`src/rtl/hazard_scoreboard_pkg.sv`:
```
// rtl/hazard_scoreboard_pkg.sv - shared constants and defaults for the hazard scoreboard
package hazard_scoreboard_pkg;

    localparam int REG_ZERO      = 0;
    localparam int DEF_NUM_REGS  = 32;
    localparam int DEF_REG_AW    = 5;
    localparam int DEF_LAT_W     = 3;
    localparam int DEF_CNT_W     = 16;

endpackage

```
`src/rtl/hazard_scoreboard_reg_busy_slot.sv`:
```
// rtl/hazard_scoreboard_reg_busy_slot.sv - one register's latency countdown and variable-latency busy bit
module reg_busy_slot #(
    parameter int LAT_W = 3
) (
    input  logic             clk,
    input  logic             rst_n,
    input  logic             i_issue_fix,
    input  logic             i_issue_var,
    input  logic [LAT_W-1:0] i_lat,
    input  logic             i_wb_clr,
    output logic             o_ready,
    output logic             o_vbusy
);

    logic [LAT_W-1:0] r_cnt;
    logic             r_vbusy;

    // A fresh issue overrides the countdown; a var issue freezes the count.
    always_ff @(posedge clk or negedge rst_n) begin
        if (!rst_n) begin
            r_cnt <= '0;
        end else if (i_issue_fix) begin
            r_cnt <= i_lat;
        end else if (!i_issue_var && (r_cnt != '0)) begin
            r_cnt <= r_cnt - 1'b1;
        end
    end

    // Set beats a same-cycle writeback clear.
    always_ff @(posedge clk or negedge rst_n) begin
        if (!rst_n) begin
            r_vbusy <= 1'b0;
        end else if (i_issue_var) begin
            r_vbusy <= 1'b1;
        end else if (i_wb_clr) begin
            r_vbusy <= 1'b0;
        end
    end

    assign o_ready = (r_cnt == '0) && !r_vbusy;
    assign o_vbusy = r_vbusy;

endmodule

```
`src/rtl/hazard_scoreboard.sv`:
```
// rtl/hazard_scoreboard.sv - ID-stage per-register scoreboard producing stall/bubble controls
module hazard_scoreboard
    import hazard_scoreboard_pkg::*;
#(
    parameter int NUM_REGS  = DEF_NUM_REGS,
    parameter int REG_AW    = DEF_REG_AW,
    parameter int LAT_W     = DEF_LAT_W,
    parameter int CNT_W     = DEF_CNT_W,
    parameter int WAW_CHECK = 1
) (
    input  logic              clk,
    input  logic              rst_n,
    input  logic              ID_Valid,
    input  logic [REG_AW-1:0] ID_rs,
    input  logic [REG_AW-1:0] ID_rt,
    input  logic              ID_UseRs,
    input  logic              ID_UseRt,
    input  logic              ID_RegWrite,
    input  logic [REG_AW-1:0] ID_WriteReg,
    input  logic [LAT_W-1:0]  ID_Lat,
    input  logic              ID_VarLat,
    input  logic              Flush,
    input  logic              WB_Done,
    input  logic [REG_AW-1:0] WB_WriteReg,
    output logic              PCWr,
    output logic              IFIDWrite,
    output logic              IDEXClearCtrl,
    output logic              HazardRs,
    output logic              HazardRt,
    output logic [CNT_W-1:0]  StallCnt,
    output logic              ProtocolErr
);

    logic [NUM_REGS-1:0] w_ready;
    logic [NUM_REGS-1:0] w_vbusy;
    logic                w_rs_hz;
    logic                w_rt_hz;
    logic                w_wd_hz;
    logic                w_stall;
    logic                w_issue;
    logic                w_wb_bad;
    logic [CNT_W-1:0]    r_stall_cnt;
    logic                r_err;

    assign w_ready[REG_ZERO] = 1'b1;
    assign w_vbusy[REG_ZERO] = 1'b0;

    genvar g;
    generate
        for (g = 1; g < NUM_REGS; g++) begin : g_slot
            logic w_hit;
            assign w_hit = w_issue && ID_RegWrite && (ID_WriteReg == REG_AW'(g));

            reg_busy_slot #(.LAT_W(LAT_W)) u_slot (
                .clk         (clk),
                .rst_n       (rst_n),
                .i_issue_fix (w_hit && !ID_VarLat),
                .i_issue_var (w_hit && ID_VarLat),
                .i_lat       (ID_Lat),
                .i_wb_clr    (WB_Done && (WB_WriteReg == REG_AW'(g))),
                .o_ready     (w_ready[g]),
                .o_vbusy     (w_vbusy[g])
            );
        end
    endgenerate

    assign w_rs_hz = ID_UseRs && !w_ready[ID_rs];
    assign w_rt_hz = ID_UseRt && !w_ready[ID_rt];
    assign w_wd_hz = (WAW_CHECK != 0) && ID_RegWrite && !w_ready[ID_WriteReg];
    assign w_stall = ID_Valid && !Flush && (w_rs_hz || w_rt_hz || w_wd_hz);
    assign w_issue = ID_Valid && !Flush && !w_stall;

    // Writeback to a register that was never marked variable-busy is a protocol violation.
    assign w_wb_bad = WB_Done && ((WB_WriteReg == REG_AW'(REG_ZERO)) || !w_vbusy[WB_WriteReg]);

    always_ff @(posedge clk or negedge rst_n) begin
        if (!rst_n) begin
            r_stall_cnt <= '0;
        end else if (w_stall && (r_stall_cnt != '1)) begin
            r_stall_cnt <= r_stall_cnt + 1'b1;
        end
    end

    always_ff @(posedge clk or negedge rst_n) begin
        if (!rst_n) begin
            r_err <= 1'b0;
        end else if (w_wb_bad) begin
            r_err <= 1'b1;
        end
    end

    assign PCWr          = !w_stall;
    assign IFIDWrite     = !w_stall;
    assign IDEXClearCtrl = w_stall;
    assign HazardRs      = ID_Valid && w_rs_hz;
    assign HazardRt      = ID_Valid && w_rt_hz;
    assign StallCnt      = r_stall_cnt;
    assign ProtocolErr   = r_err;

endmodule
```
`config.mk`:
```
export PLATFORM = sky130hd
export DESIGN_NAME = hazard_scoreboard
export DESIGN_NICKNAME = d
export VERILOG_FILES = /design/src/rtl/hazard_scoreboard_pkg.sv /design/src/rtl/hazard_scoreboard_reg_busy_slot.sv /design/src/rtl/hazard_scoreboard.sv
export SDC_FILE = /design/constraint.sdc
export NUM_CORES = 1
export LEC_CHECK = 0
export BUFFER_PORTS_ARGS = -buffer_cell sky130_fd_sc_hd__buf_2
export CORE_MARGIN = 2
export CORE_UTILIZATION = 67
export DETAILED_ROUTE_END_ITERATION = 7
export PLACE_DENSITY = 0.91
export SLEW_MARGIN = 30
export SYNTH_ARGS = -nofsm -noshare
export SYNTH_HDL_FRONTEND = slang
export SYNTH_SLANG_ARGS = --single-unit
```
`constraint.sdc`:
```
create_clock -name clk -period 5.5 [get_ports clk]
set_clock_uncertainty 0.1 [all_clocks]
set_input_delay 1.1 -clock clk [delete_from_list [all_inputs] [get_ports clk]]
set_output_delay 1.1 -clock clk [all_outputs]
set_load 0.1 [all_outputs]
```
-- Yosys cells after proc, flatten, opt, wreduce, memory -nomap -nowiden
Cells that the tools add are included.
- bits in registers: 141
- output and inout bits: 22
- logic and storage cells: 689
- input port bits: 32
- $add $sub $neg: 32
- $lt $le $gt $ge: 4
- reduce and logical (&&, ||, !) cells: 394
- equal/unequal tests: 63
- multiplexer cells: 132
- operators with widths (cell ; number):
    logical AND 1 bit ; 197
    2-to-1 mux 3 bit ; 62
    equality test 5 bit (second input constant) ; 32
    nonzero test 2 bit ; 62
    logical NOT 3 bit ; 31
    nonzero test 3 bit ; 31
    subtractor 3 x 1 -> 3 bit (second input constant) ; 31
    equality test 5 x 4 -> 1 bit (second input constant) ; 16
    logical NOT 1 bit ; 69
    2-to-1 mux 1 bit ; 66
    equality test 5 x 3 -> 1 bit (second input constant) ; 8
    < comparator 5 x 6 -> 1 bit (second input constant) ; 4
    binary-select mux 1 bit (select 5 bit) ; 4
    equality test 5 x 2 -> 1 bit (second input constant) ; 4
    adder 16 x 1 -> 16 bit (second input constant) ; 1
    != test 16 bit (second input constant) ; 1
    equality test 5 x 1 -> 1 bit (second input constant) ; 2
    logical NOT 5 bit ; 1
    logical OR 1 bit ; 3

-- Longest topological paths before layout
- word-level depth: 18
- gate-level depth with buffers: 12
- depth with buffers taken out: 10

-- Cells and area by module
A second synthesis with hierarchy kept.
- cells, all modules: 1097
- area, all modules: 9904.5 um^2
- modules (own cells, without submodules) (module ; area an instance (um^2) ; seq. area each (um^2) ; instances ; cells each):
    reg_busy_slot ; 234.0 ; 100.1 ; 31 ; 25
    hazard_scoreboard ; 2651.3 ; 425.4 ; 1 ; 322

-- Worst setup path before layout
No wires, ideal clock.
- path type: input -> output
- start: in ID_rt[2]
- end: out IDEXClearCtrl
- setup slack: 224 ps
- data required time: 4300 ps
- data arrival time: 4076 ps
- stages on the path: 11
- path buffers: 3
- cell sequence: buf_2 buf_2 nor4b_1 o21ai_0 mux2i_1 o2111ai_1 a32oi_1 buf_2 nand2_2 nand2_1 inv_1
- longest elaborated chain between the ends: 7
- ends and longest elaborated chain (item ; RTL line ; RTL):
    start, declared ; hazard_scoreboard.sv:15 ; input logic [REG_AW-1:0] ID_rt,
    binary-select mux 1 bit (select 5 bit) ; hazard_scoreboard.sv:68 ; assign w_rt_hz = ID_UseRt && !w_ready[ID_rt];
    2-to-1 mux 1 bit (not written as such) ; hazard_scoreboard.sv:68 ;
    logical NOT 1 bit ; hazard_scoreboard.sv:68 ;
    logical AND 1 bit ; hazard_scoreboard.sv:68 ;
    logical OR 1 bit (2 in series) ; hazard_scoreboard.sv:70 ; assign w_stall = ID_Valid && !Flush && (w_rs_hz || w_rt_hz || w_wd_hz);
    logical AND 1 bit ; hazard_scoreboard.sv:70 ;
    end, declared ; hazard_scoreboard.sv:27 ; output logic IDEXClearCtrl,
Every way passes these cells. The select of a mux whose other input is x is not followed.

-- Worst setup path after layout
- start: reg g_slot[26].u_slot.r_cnt[0]
- end: out IDEXClearCtrl
- longest elaborated chain between the ends: 9
- elaborated cells between the ends (all ways): 17
- classes of those cells: mux (6); reduce/logical (11)
- ends and longest elaborated chain (item ; RTL line ; RTL):
    start, declared ; hazard_scoreboard_reg_busy_slot.sv:15 ; logic [LAT_W-1:0] r_cnt;
    start signal, assigned ; hazard_scoreboard_reg_busy_slot.sv:23 ; r_cnt <= i_lat;
    start signal, assigned ; hazard_scoreboard_reg_busy_slot.sv:25 ; r_cnt <= r_cnt - 1'b1;
    logical NOT 3 bit (*) ; hazard_scoreboard_reg_busy_slot.sv:40 ; assign o_ready = (r_cnt == '0) && !r_vbusy;
    logical AND 1 bit (*) ; hazard_scoreboard_reg_busy_slot.sv:40 ;
    binary-select mux 1 bit (select 5 bit), on equally long branches ; hazard_scoreboard.sv:67, hazard_scoreboard.sv:68 ;
    2-to-1 mux 1 bit, on equally long branches ; hazard_scoreboard.sv:67, hazard_scoreboard.sv:68 ;
    logical NOT 1 bit, on equally long branches ; hazard_scoreboard.sv:67, hazard_scoreboard.sv:68 ;
    logical AND 1 bit, on equally long branches ; hazard_scoreboard.sv:67, hazard_scoreboard.sv:68 ;
    logical OR 1 bit ; hazard_scoreboard.sv:70 ;
    logical OR 1 bit (*) ; hazard_scoreboard.sv:70 ;
    logical AND 1 bit (*) ; hazard_scoreboard.sv:70 ;
Mark *: on every way between the ends. The rest lies on a longest branch, timed or not. The select of a mux whose other input is x is not followed.

==> results.tsv <==
stage	metric	value	unit
run_status	status	finished, final reports clean	
floorplanning	start_util	68.0	%
clock_tree	h-tree-depth	4	
timing	period_minus_slack	5010	ps
final_layout	final_layout_size_suffix_gt1_share	11.3	%
timing	finalSetupTns	0	ps
critical_path	r2r-end	g_slot[31].u_slot.r_cnt[0]	
detailed_routing	viasPerCell	6.98	
critical_path	cp-start-kind	register	
synthesis	ys_ff_latch	141	
synthesis	synthTopCellsByArea	dfrtp_1 (36%), ha_1 (8.1%), o21ai_0 (5.8%)	
critical_path	worstSetupEndpointType	primary output	
placement	placed_area	0.0101	mm²
detailed_routing	firstDrtPassIters	8	
synthesis	syn_area_per_cell	8.95	µm²
synthesis	ys.warnings.count	0	
placement	hpwl	23200	µm
placement	port-buffer-count	53	
global_routing	grtUsageTotal	42.3	%
worst_hold_path	min_path_cells	1	
critical_path	cpPeakStageDelay	670	ps
synthesis	synth_cell_types	78	
global_routing	grt_overflow	0	
detailed_routing	drc_errors	0	
clock_tree	cts_hold_buf	0	
clock_tree	cts_tree	yes	
clock_tree	clk_latency	450	ps
final_layout	area_delta_synth_final	9.61	%
timing	worstMarginPinSlew	1030	ps
power_and_ir_drop	p_leak	4.72	nW
worst_hold_path	min_path_type	register to register	
critical_path	path_cells	inv_1 -> ha_1 -> nor3b_1 -> a2111oi_0 -> nor4_1 -> o32ai_2 -> a221oi_4 -> nand2_2 -> nand2_1 -> inv_1 -> buf_2	
critical_path	cpMostUsedCell	inv_1	
global_routing	antenna_found_initial	2	
critical_path	cp_max_fo	7	
critical_path	slowest_stage	nor3b_1	
timing	drv_slew	0	
critical_path	rr_startpoint	g_slot[26].u_slot.r_cnt[0]	
timing	finalHoldViolCount	0	
floorplanning	rows	44	
final_layout	post-route-util	74.5	%
timing	grt_setup_unrepaired	false	
final_layout	postLayoutCellArea	0.0107	mm²
power_and_ir_drop	ir_drop	382	µV
timing	relSlewSlack	30.9	%
synthesis	async_flop_share	100	%
synthesis	yosys.area.top_type	dfrtp_1	
critical_path	critPathRequiredTime	4300	ps
detailed_routing	postRouteAntennaNets	0	
clock_tree	path_clk_slew	60	ps
timing	fmax	200	MHz
critical_path	arrival	3810	ps
critical_path	worst-path-stages	11	
synthesis	syn_inst	1092	
timing	finalCritPeriodShare	91.0	%
timing	finalSetupViolCount	0	
final_layout	final_nets	1220	
critical_path	rr_worst_depth	11	
detailed_routing	drtIter0Drc	1078	
power_and_ir_drop	p_per_area	507	mW/mm²
critical_path	critical-path-top-delay-family	simple AND/OR/NAND/NOR gates	
run	cap_violations	0	
floorplanning	die-area	0.0156	mm²
floorplanning	num_io_pins	54	
clock_tree	cts_buffers	17	
clock_tree	root_buffer	clkbuf_16	
clock_tree	cts_resized	0	
global_routing	first_global_vias	9021	
detailed_routing	post_drt_wl_per_cell	24.6	µm
clock_tree	cts.path.max_buffers	2	
floorplanning	die_h	125	µm
synthesis	synth_fp_nets	1187	
synthesis	synth-edff-count	0	
floorplanning	coreArea	0.0144	mm²
critical_path	setup.worst_path.start	g_slot[26].u_slot.r_cnt[0]	
global_routing	grt_max_degree	65	
synthesis	synth-main-ff-cell	dfrtp_1	
synthesis	synth_top_area_share	36.1	%
critical_path	crit_type	register to primary output	
clock_tree	post_cts_buffers	0	
detailed_routing	vias	9243	
synthesis	yosysSeqAreaShare	36.1	%
worst_hold_path	holdCritStartpoint	ProtocolErr	
critical_path	crit_buf_inv	3	
detailed_routing	wirelength	32500	µm
critical_path	r2r_slack	1090	ps
clock_tree	clock-sinks	141	
global_routing	grt_pass1_wl	50600	µm
floorplanning	die_w	125	µm
placement	gp_congestion	1.13	
worst_hold_path	holdPathEnd	ProtocolErr	
synthesis	synth.cell_area	0.00977	mm²
[cells in the final DEF, fill, tap and decap left out, drive strengths merged, types with 11 or more instances in the layout]
cell and instances:
buf 61, nand4 19, nor3 33, mux2 12, nand2 75, inv 98
nor4b 21, nor2 83, dfrtp 141, xnor2 12, nand2b 33, clkbuf 17
o21ai 117, a31oi 16, ha 63, a21oi 27, xor2 15, o31ai 11
nand3 29, nor3b 24, mux2i 38, nor2b 24
[flip-flops by register name, summed over array words and instances (netlist names)]
register	count
g_slot.u_slot.r_cnt	93
g_slot.u_slot.o_vbusy	31
StallCnt	16
ProtocolErr	1
[synthesized netlist by cell type, types with 9 or more instances]
master    instances
nor2_1           83
nor2b_1          24
clkbuf_1         30
nor3b_1          24
nand4_1          19
and3_1           10
nor3_1           33
xor2_1           15
xnor2_1          12
o31ai_1          11
mux4_2           10
nor4b_1          21
buf_2            10
dfrtp_1         141
mux2_2           12
a31oi_1          16
o21ai_0         114
a211oi_1          9
mux2i_1          38
nand2_1          74
inv_1            90
nand2b_1         33
nand3_1          29
ha_1             63
a21oi_1          27
[cells by family (layout without fill, tap and decap cells)]
| family | after synthesis | after routing | share of synthesized area [%] |
|---|---|---|---|
| AND/OR/NAND/NOR | 404 | 404 | 22.7 |
| flip-flops | 141 | 141 | 36.1 |
| AO/OA/AOI/OAI | 260 | 260 | 17.4 |
| other | 0 | 2 | 0 |
| XOR/XNOR | 27 | 27 | 2.42 |
| adder cells (fa/ha/maj) | 63 | 63 | 8.07 |
| multiplexers | 60 | 60 | 7.58 |
| buffers and inverters | 137 | 183 | 5.64 |
[per-layer routing]
layer	track usage, %	vias up	routed length, µm	share of wire [%]
met1	53.6	4403	12100	37
met5	0	-	0	0
met2	63.8	633	14400	44
li1	-	4043	-	-
met3	11.2	164	3640	11
met4	27.8	0	2280	7.0
[worst max path at each step]
stage               endpoint
2_1_floorplan  IDEXClearCtrl
3_3_place_gp   IDEXClearCtrl
3_5_place_dp   IDEXClearCtrl
4_1_cts        IDEXClearCtrl
5_1_grt        IDEXClearCtrl
6_report       IDEXClearCtrl
[area by class of cell]
class | instances | area, µm²
well taps | 184 | 230
inverters | 90 | 338
clock buffers | 17 | 425
diodes | 2 | 5.00
repair buffers | 61 | 362
clock inverters | 15 | 129
flip-flops and latches | 141 | 3530
fillers | 1019 | 3660
multi-input cells | 814 | 5690
[per-stage QoR]
| step | setup slack (ps) | hold slack (ps) | power, mW | cells |
|---|---|---|---|---|
| detailed placement | 770 | 340 | 4.24 | 1290 |
| CTS | 566 | 363 | 5.37 | 1322 |
| global placement | 798 | 334 | 4.10 | 1290 |
| finish | 493 | 357 | 5.43 | 1324 |
| global route | 393 | 387 | 5.78 | 1322 |
| floorplan | 224 | 354 | 3.60 | 1092 |
[report_power, final]
group	switching (mW)	internal, mW
logic	1.49	1.05
clock network	0.518	0.590
registers	0.337	1.44
total	2.35	3.08
(Power assumes the default switching activity.)
